==> config.mk <==
export PLATFORM = sky130hd
export DESIGN_NAME = sevenseg_scan_ctrl
export DESIGN_NICKNAME = d
export VERILOG_FILES = /design/src/rtl/sevenseg_scan_ctrl.sv
export SDC_FILE = /design/constraint.sdc
export NUM_CORES = 1
export LEC_CHECK = 0
export BUFFER_PORTS_ARGS = -buffer_cell sky130_fd_sc_hd__buf_2
export CORE_UTILIZATION = 35
export DETAILED_ROUTE_END_ITERATION = 8
export PLACE_DENSITY = 0.55
export SLEW_MARGIN = 0
export SYNTH_ARGS = -nofsm -noshare
export SYNTH_HDL_FRONTEND = slang
export SYNTH_SLANG_ARGS = --single-unit
==> constraint.sdc <==
create_clock -name clk -period 2.8 [get_ports clk]
set_input_delay 0.56 -clock clk [delete_from_list [all_inputs] [get_ports clk]]
set_output_delay 0.56 -clock clk [all_outputs]
set_load 0.02 [all_outputs]
==> src/rtl/sevenseg_scan_ctrl.sv <==
// Three-digit seven-segment scan controller: sequential double-dabble conversion of an
// 8-bit value into BCD, then time-multiplexed digit codes with dead-time blanking.
module sevenseg_scan_ctrl #(
   parameter int DIV_WIDTH    = 10,
   parameter int BLANK_CYCLES = 16
) (
   input  logic       clk,
   input  logic       rst_n,
   input  logic [7:0] value_in,
   input  logic       value_valid,
   output logic       value_ready,
   input  logic       blank_lz,
   input  logic       display_en,
   output logic [3:0] digit_code,
   output logic [2:0] digit_sel,
   output logic       busy
);

   // Handshake: a value transfers on a rising edge where value_valid and value_ready are
   // both high; value_valid seen while value_ready is low is ignored, never queued.

   typedef enum logic {
      IDLE = 1'b0,
      CONV = 1'b1
   } state_t;

   localparam logic [DIV_WIDTH-1:0] CNT_MAX = '1;
   localparam logic [DIV_WIDTH-1:0] LIMIT   = DIV_WIDTH'((1 << DIV_WIDTH) - BLANK_CYCLES);

   state_t                 state;
   state_t                 state_n;
   logic                   accept;
   logic                   last_step;
   logic [7:0]             shreg;
   logic [11:0]            bcd;
   logic [2:0]             step;
   logic [11:0]            adj;
   logic [19:0]            shifted;
   logic [3:0]             d0;
   logic [3:0]             d1;
   logic [3:0]             d2;
   logic [DIV_WIDTH-1:0]   cnt;
   logic [1:0]             idx;
   logic [3:0]             cur_code;
   logic [2:0]             cur_onehot;
   logic                   cur_supp;
   logic [2:0]             sel_n;

   function automatic logic [3:0] add3(input logic [3:0] n);
      return (n >= 4'd5) ? 4'(n + 4'd3) : n;
   endfunction

   always_comb begin
      state_n   = state;
      accept    = 1'b0;
      last_step = 1'b0;
      case (state)
         IDLE: begin
            if (value_valid) begin
               accept  = 1'b1;
               state_n = CONV;
            end
         end
         CONV: begin
            if (step == 3'd7) begin
               last_step = 1'b1;
               state_n   = IDLE;
            end
         end
         default: state_n = IDLE;
      endcase
   end

   always_ff @(posedge clk) begin
      if (!rst_n) state <= IDLE;
      else        state <= state_n;
   end

   assign value_ready = (state == IDLE);
   assign busy        = ~value_ready;

   // One double-dabble step: correct every nibble >= 5, then shift {bcd, shreg} left.
   assign adj     = {add3(bcd[11:8]), add3(bcd[7:4]), add3(bcd[3:0])};
   assign shifted = {adj, shreg[7:0]} << 1;

   always_ff @(posedge clk) begin
      if (!rst_n) begin
         shreg <= '0;
         bcd   <= '0;
         step  <= '0;
         d0    <= '0;
         d1    <= '0;
         d2    <= '0;
      end else if (accept) begin
         shreg <= value_in;
         bcd   <= '0;
         step  <= '0;
      end else if (state == CONV) begin
         shreg <= shifted[7:0];
         bcd   <= shifted[19:8];
         step  <= step + 3'd1;
         if (last_step) begin
            d0 <= shifted[11:8];
            d1 <= shifted[15:12];
            d2 <= shifted[19:16];
         end
      end
   end

   always_comb begin
      cur_code   = 4'd0;
      cur_onehot = 3'b000;
      cur_supp   = 1'b0;
      case (idx)
         2'd0: begin
            cur_code   = d0;
            cur_onehot = 3'b001;
         end
         2'd1: begin
            cur_code   = d1;
            cur_onehot = 3'b010;
            cur_supp   = blank_lz && (d2 == 4'd0) && (d1 == 4'd0);
         end
         2'd2: begin
            cur_code   = d2;
            cur_onehot = 3'b100;
            cur_supp   = blank_lz && (d2 == 4'd0);
         end
         default: begin
            cur_code   = 4'd0;
            cur_onehot = 3'b000;
         end
      endcase
      // The tail of every digit period stays dark so the next digit never ghosts.
      sel_n = (cnt < LIMIT && display_en && !cur_supp) ? cur_onehot : 3'b000;
   end

   always_ff @(posedge clk) begin
      if (!rst_n) begin
         cnt        <= '0;
         idx        <= '0;
         digit_code <= '0;
         digit_sel  <= '0;
      end else begin
         cnt <= cnt + DIV_WIDTH'(1);
         if (cnt == CNT_MAX) idx <= (idx == 2'd2) ? 2'd0 : idx + 2'd1;
         digit_code <= cur_code;
         digit_sel  <= sel_n;
      end
   end

endmodule

==> results by group <==
Clocking
  – Num CTS Buffers: 5
  – Skew-Pair Late Insertion Delay: 0.31 ns
  – H-tree depth: 2
  – Clock Path Buffers: 2
  – CTS tree: done
  – Hold-fix buffers at CTS: 0
  – Clock root cell: clkbuf_8
  – Clock slew at reported path FFs: 0.09 ns
  – CTS Sinks: 55
  – Post_cts resized: 0
  – Post-CTS Setup Inserts: 0

Drt
  – Post-route ant nets: 0
  – Post-DR wirelength/cell: 12.2 µm
  – Drt drc: 0
  – Vias per cell: 4.98
  – DR pass1 iterations: 4
  – DRT iter0 DRCs: 71
  – Detailed-route wire length: 4690 µm
  – Routed vias: 1921

Worst setup path
  – CP Max Fanout: 26
  – Critical Path End Type: output port
  – Req. time, crit path: 2.24 ns
  – Startpoint Class: flip-flop
  – Worst R2R Path Depth: 4
  – FF-to-FF setup slack: 1.16 ns
  – Launching point of the worst reg2reg path: busy
  – Arrival @ worst endpoint: 1.33 ns
  – Critical Setup Path Class: flip-flop to output port
  – RR Endpoint: bcd[9]

Timing
  – Post-route setup TNS: 0 ns
  – RSZ-0062 raised after global routing: no
  – Final Hold Vio Count: 0
  – Hold Slack: 0.444 ns
  – Worst-Margin Slew: 0.521 ns
  – Worst rel slew slack: 0.652
  – Final setup violating endpoints: 0
  – Max Clock Skew: 0.00414 ns
  – Min Tclk post-route: 1.89 ns
  – Max Slew Vio Count: 0
  – Period utilization: 0.676
  – Max frequency: 529 MHz

Power
  – Cell Int Power: 1.02 mW
  – Clock share of power: 0.312
  – Max rail drop VDD: 0.000173 V
  – Sequential Power Share: 0.607
  – Net Sw Power: 322 µW
  – Switching fraction of total power: 0.239
  – Combinational group share of total power: 0.081
  – Leak pwr: 1.15 nW
  – Power per Cell Area: 488 nW/µm²

Synth
  – Syn Nets: 300
  – Post-synthesis sequential area ratio: 0.442
  – Synth Register Bits: 55
  – Mapped Avg Cell Area: 9.20 µm²
  – Synth Flop Type: dfxtp_1
  – Number of synthesized flops with an enable pin: 0
  – Mapped Cells: 271
  – Synth async-reset ratio: 0
  – Mapped Area: 2490 µm²
  – Synth cell types: 36
  – Synth warnings: 0

Outcome
  – Status: finished clean

Cells and area
  – Most frequent cells in the layout: dfxtp_1 (55), nand2_1 (28), buf_2 (21)
  – Commonest non-fill, non-tap cell in the layout: dfxtp_1
  – Synthesis-to-finish area growth: 10.7%
  – Nets: 318
  – Number of diodes: 0
  – Number of fill cells: 716
  – Share of cells above drive strength 1: 0.131

Hold path
  – Hold Startpoint: cnt[0]
  – WHS Endpoint: cnt[0]
  – Hold Path Cell Cnt: 1
  – Path type of the worst min-delay path: flip-flop to flip-flop

Place
  – Count of input and output buffers: 21
  – RePlAce Congestion: 0.719
  – HPWL after DPL: 3380 µm

Global routing
  – First-pass GRT wire length: 7870 µm
  – Largest net degree at the start of global routing: 27
  – Gr usage total: 0.136
  – Vias in the first global route: 1692
  – Initial antenna violation count: 0
  – Gr ovfl total: 0

Floorplan
  – Num rows: 30
  – Num ports: 22
  – Die Y: 86.4 µm
  – Initial Util: 0.365
  – Core area: 6830 µm²
  – Die X: 86.4 µm
  – Die area: 7460 µm²

Job
  – Max-Cap Viols: 0
-- Yosys cell counts, types with 3 or more instances --
master	count	area (µm²)
clkbuf_1	3	11.3
o211a_1	7	70.1
mux2i_1	12	120
o21ai_0	14	70.1
a21oi_1	17	85.1
inv_1	9	33.8
mux2_2	4	45.0
nand3_1	15	75.1
nand2b_1	4	25.0
xnor2_1	9	78.8
and3_1	4	25.0
and2_1	12	75.1
a222oi_1	4	40.0
o22ai_1	4	25.0
buf_2	8	40.0
dfxtp_1	55	1100
nand4_1	7	43.8
nor2_1	17	63.8
nand2_1	28	105
ha_1	16	200
-- state kept, by name, indices dropped and copies added (netlist names) --
name,flops
cnt,10
d2,4
busy,1
digit_sel,3
step,3
bcd,12
d0,4
shreg,8
digit_code,4
d1,4
idx,2
-- cell families after synthesis --
kind of cell,after synthesis,synth area share
simple gates,94,0.186
compound gates,56,0.147
flops,55,0.442
buf+inv,23,0.0402
mux,16,0.0663
fa+ha+maj,16,0.0803
xor+xnor,11,0.0387
-- critical path, stage by stage, from the launching register on --
cell	delay, ns
dfxtp_1	0.53
inv_2	0.26
buf_2	0.23
-- power groups by stage --
stage / sequential, mW / combinational [mW] / clock [mW]
final: 0.818 / 0.109 / 0.420
after global placement: 0.836 / 0.109 / 0
after detailed placement: 0.836 / 0.111 / 0
after floorplan: 0.832 / 0.0846 / 0
after CTS: 0.818 / 0.111 / 0.442
after global routing: 0.821 / 0.125 / 0.483
-- per-layer routing --
layer  vias to the layer above  global-route usage  routed length [µm]  share of wire
met5                         -                   0                   0              0
met4                         0              0.0561                  73          0.016
met3                         5              0.0438                 203          0.043
met2                        43               0.214                2170           0.46
met1                       889               0.171                2250           0.48
li1                        984                   -                   -              -
-- area by class of cell --
| type | instances | area, µm² | share of cell area |
|---|---|---|---|
| clock buffers | 7 | 76.3 | 0.0277 |
| clock inverters | 1 | 5.00 | 0.00181 |
| inverters | 10 | 37.5 | 0.0136 |
| multi-input cells | 193 | 1290 | 0.468 |
| flip-flops and latches | 55 | 1100 | 0.399 |
| well taps | 96 | 120 | 0.0435 |
| repair buffers | 24 | 128 | 0.0463 |
-- how the worst max path moves through the flow --
| stage | from | endpoint | slack, ns | cells after the start |
|---|---|---|---|---|
| after floorplan | bcd[8] | d2[1] | 1.31 | 6 |
| after global placement | rst_n | d2[1] | 1.14 | 4 |
| after detailed placement | rst_n | d2[1] | 1.14 | 4 |
| after CTS | busy | value_ready | 0.88 | 2 |
| after global routing | busy | value_ready | 0.82 | 2 |
| final | busy | value_ready | 0.91 | 2 |
-- per-stage QoR --
stage	setup WS (ns)	cell area (µm²)	utilization	instances	power, mW
floorplan	1.31	2490	-	271	0.917
global placement	1.14	2680	0.392	378	0.944
detailed placement	1.14	2680	0.392	378	0.947
CTS	0.878	2760	0.404	386	1.37
global route	0.822	2760	0.404	386	1.43
finish	0.908	2760	0.404	386	1.35
Note: power is estimated with default switching activity, not from simulation.
